**src/rtl/reg_file.sv**
```systemverilog
// Register file with one write port and two independent combinational read ports,
// each entry carrying a written-since-reset flag. Define REG_FILE_BYPASS_EN for write-through.
module reg_file #(
  parameter int WIDTH  = 6,
  parameter int DEPTH  = 4,
  parameter int ADDR_W = 2
) (
  input  logic              clk,
  input  logic              rst,
  input  logic              sel,
  input  logic [ADDR_W-1:0] wr_addr,
  input  logic [WIDTH-1:0]  d_in,
  input  logic [ADDR_W-1:0] rd_addr_a,
  output logic [WIDTH-1:0]  d_out_a,
  output logic              valid_a,
  input  logic [ADDR_W-1:0] rd_addr_b,
  output logic [WIDTH-1:0]  d_out_b,
  output logic              valid_b
);

  localparam logic [ADDR_W:0] DEPTH_L = (ADDR_W + 1)'(DEPTH);

  logic [DEPTH-1:0][WIDTH-1:0] mem_q, mem_d;
  logic [DEPTH-1:0]            written_q, written_d;

  logic wr_in_range, rd_in_range_a, rd_in_range_b, wr_fire;

  assign wr_in_range   = ({1'b0, wr_addr}   < DEPTH_L);
  assign rd_in_range_a = ({1'b0, rd_addr_a} < DEPTH_L);
  assign rd_in_range_b = ({1'b0, rd_addr_b} < DEPTH_L);
  assign wr_fire       = sel && wr_in_range;

  always_comb begin
    mem_d     = mem_q;
    written_d = written_q;
    if (wr_fire) begin
      mem_d[wr_addr]     = d_in;
      written_d[wr_addr] = 1'b1;
    end
  end

  always_ff @(posedge clk or posedge rst) begin
    if (rst) begin
      mem_q     <= '0;
      written_q <= '0;
    end else begin
      mem_q     <= mem_d;
      written_q <= written_d;
    end
  end

  // Out-of-range reads return zero with valid low; bypass overrides when enabled.
  always_comb begin
    d_out_a = '0;
    valid_a = 1'b0;
    if (rd_in_range_a) begin
      d_out_a = mem_q[rd_addr_a];
      valid_a = written_q[rd_addr_a];
    end
`ifdef REG_FILE_BYPASS_EN
    if (wr_fire && !rst && (rd_addr_a == wr_addr)) begin
      d_out_a = d_in;
      valid_a = 1'b1;
    end
`endif
  end

  always_comb begin
    d_out_b = '0;
    valid_b = 1'b0;
    if (rd_in_range_b) begin
      d_out_b = mem_q[rd_addr_b];
      valid_b = written_q[rd_addr_b];
    end
`ifdef REG_FILE_BYPASS_EN
    if (wr_fire && !rst && (rd_addr_b == wr_addr)) begin
      d_out_b = d_in;
      valid_b = 1'b1;
    end
`endif
  end

endmodule

```
**config.mk**
```make
export PLATFORM = sky130hd
export DESIGN_NAME = reg_file
export DESIGN_NICKNAME = d
export VERILOG_FILES = /design/src/rtl/reg_file.sv
export SDC_FILE = /design/constraint.sdc
export NUM_CORES = 1
export LEC_CHECK = 0
export BUFFER_PORTS_ARGS = -buffer_cell sky130_fd_sc_hd__buf_4
export CAP_MARGIN = 20
export CORE_MARGIN = 5
export CORE_UTILIZATION = 35
export CTS_CLUSTER_SIZE = 25
export DETAILED_ROUTE_END_ITERATION = 8
export PLACE_DENSITY = 0.6
export SKIP_CTS_REPAIR_TIMING = 1
export SYNTH_ARGS = -nofsm -noshare
export SYNTH_HDL_FRONTEND = slang
export SYNTH_SLANG_ARGS = --single-unit
```
**constraint.sdc**
```tcl
create_clock -name clk -period 1.2 [get_ports clk]
set_clock_uncertainty 0.2 [all_clocks]
set_input_delay 0.12 -clock clk [delete_from_list [all_inputs] [get_ports clk]]
set_output_delay 0.12 -clock clk [all_outputs]
set_load 0.01 [all_outputs]
```
==> impl_metrics.ini <==
[setup_path]
r2r-start = mem_q[23]$_DFFE_PP0P_
critPathRequiredTime_ns = 0.88
r2r_cells = 2
crit_type = register to primary output
slowest_delay_ns = 0.49
crit_path_start_kind = register
cp.arrival_ns = 1.30
r2r_slack_ns = 0.10
setup.worst_path.end_class = primary output
timing.rr.end = mem_q[23]$_DFFE_PP0P_
path_cells = mux4_2, buf_6
critPathMaxFanout = 3
slowest_stage = mux4_2

[pwr]
power.density_mw_per_mm2 = 1350
p_total_mw = 2.57
leakage_nw = 0.792
ir_drop_v = 0.00106

[logic_synthesis]
synth_area_leader_cell = dfrtp_1
synthArstFlopShare_pct = 100
ys_ff_latch = 28
yosysMostFrequentCell = dfrtp_1
synth_common_cells = dfrtp_1 (28), mux2_2 (24), mux4_2 (14)
synth-edff-count = 0
syn_inst = 79
syn_nets = 94
yosysWarningCount = 0
avgSynthCellArea_um2 = 17.5
synth_cell_types = 10
yosys-top-cells-area = dfrtp_1 (51%), mux4_2 (23%), mux2_2 (19%), nand3b_2 (1.6%), buf_2 (1.4%)
ys_seq_area_share_pct = 50.5
synth_area_mm2 = 0.00139
synth_top_area_share_pct = 50.5
synth_ff_type = dfrtp_1

[final_layout]
fin_area_mm2 = 0.00189
instances_no_fill = 171
final_nets = 139
areaGrowthSynthToFinish_pct = 36.6
num-fill-cells = 353
n_antenna_cell = 0
fin_util_pct = 50.6
drive_gt1_share_pct = 68.3

[clocking]
clockBufferDepth = 2
clk_pin_slew_ns = 0.10
numCtsBuffers = 3
clock_sink_count = 28
htreeDepth = 1
cts-root-buf = clkbuf_8
clk-insertion-delay-late_ns = 0.27
cts_tree = yes

[job]
drv_cap = 0

[grt]
grt_use_met1_pct = 15.2
grt-ovfl-total = 0
grt_max_degree = 29
grt.busiest_layer = met2
grt_util_all_layers_pct = 12.1
grtUsageMet3_pct = 3.99
antenna_found_initial = 0
gr-usage-met2_pct = 20.5
grt_pass1_vias = 944
grt_pass1_wl_mm = 4.84

[sta]
setup_violations = 14
slew_viol_final = 0
setup_tns_ns = -5.79
setup_ws_ns = -0.425
grt_setup_unrepaired = true
maxSlewHeadroom_pct = 76.1
worstMarginPinSlew_ns = 0.359
post-route-period-util_pct = 135
whs_ns = 0.0589
max_freq_mhz = 616
final_hold_viol_count = 0
fin_crit_ns = 1.62

[floorplanning]
start_util_pct = 37.0
ios = 29
dieArea_mm2 = 0.00532
die_y_um = 72.9
num_rows = 22
core_mm2 = 0.00374
dieWidth_um = 72.9

[hold_path]
holdPathStages = 3
hp-start = sel
hold_path_end = written_q[3]$_DFFE_PP0P_
hold_class = primary input to register

[routing]
drcViolationCount = 0
viasPerCell = 5.11
drtIter0Drc = 30
ant_nets = 0
via_count = 874
detail_route.wl_per_cell_um = 17.4
first_pass_iters = 3
finalWirelength_mm = 2.97

[placement]
routabilityCongestion = 0.745
place_area_mm2 = 0.00171
dpl.hpwl_mm = 2.15
place_inst = 159
place_ws_ns = -0.125
io_buffers = 28

[run_status]
status = complete, but fails checks
violations = negative setup slack
==> registers in the layout, summed over array words and instances, names as in the netlist <==
| register | count |
|---|---|
| written_q | 4 |
| mem_q | 24 |
==> how the worst max path moves through the flow <==
stage                                startpoint         end  slack (ns)  depth (start not counted)
final                     mem_q[22]$_DFFE_PP0P_  d_out_a[4]       -0.42                          2
after detailed placement  mem_q[23]$_DFFE_PP0P_  d_out_a[5]       -0.12                          2
after global placement    mem_q[19]$_DFFE_PP0P_  d_out_b[1]       -0.12                          2
after CTS                 mem_q[23]$_DFFE_PP0P_  d_out_a[5]       -0.44                          2
after global routing      mem_q[18]$_DFFE_PP0P_  d_out_a[0]       -0.47                          2
after floorplan                    rd_addr_b[0]  d_out_b[0]        0.02                          2
==> per-layer routing <==
| metal | vias up | wire length (µm) | share of wire, % |
|---|---|---|---|
| met2 | 20 | 1490 | 50 |
| met4 | 0 | 34 | 1.1 |
| met1 | 452 | 1320 | 44 |
| met5 | - | 0 | 0 |
| met3 | 5 | 128 | 4.3 |
| li1 | 397 | - | - |
==> area by class of cell <==
class                           instances  area (µm²)  share of cell area, %
Clock buffer                            4        55.1                   2.91
Sequential cell                        28         701                   37.0
Inverter                                1        3.75                  0.198
Multi-Input combinational cell         46         662                   34.9
Timing Repair Buffer                   44         413                   21.8
Tap cell                               48        60.1                   3.17
==> critical path: cells and delay by family (launching register included) <==
| kind | cells | cell delay [ns] |
|---|---|---|
| mux | 1 | 0.49 |
| buf+inv | 1 | 0.14 |
| flops | 1 | 0.40 |
==> cell families after synthesis <==
kind of cell           after synthesis  synth area share [%]
multiplexers                        38                  42.2
flip-flops                          28                  50.5
AND/OR/NAND/NOR                      8                  5.51
buffers and inverters                5                  1.71
==> power breakdown <==
part	internal, mW	switching, mW
registers	1.10	0.103
clock network	0.294	0.291
logic	0.516	0.266
==> placed cells by master, fill, tap and decap left out, drive strengths merged <==
cell type | netlist | final
buf | 4 | 37
dfrtp | 28 | 28
mux2 | 24 | 24
mux4 | 14 | 14
dlygate4sd3 | 0 | 7
clkbuf | 0 | 4
nand2b | 3 | 3
nand3b | 2 | 2
nor3b | 1 | 1
or2 | 1 | 1
nand3 | 1 | 1
inv | 1 | 1
Note: power is estimated with default switching activity, not from simulation.
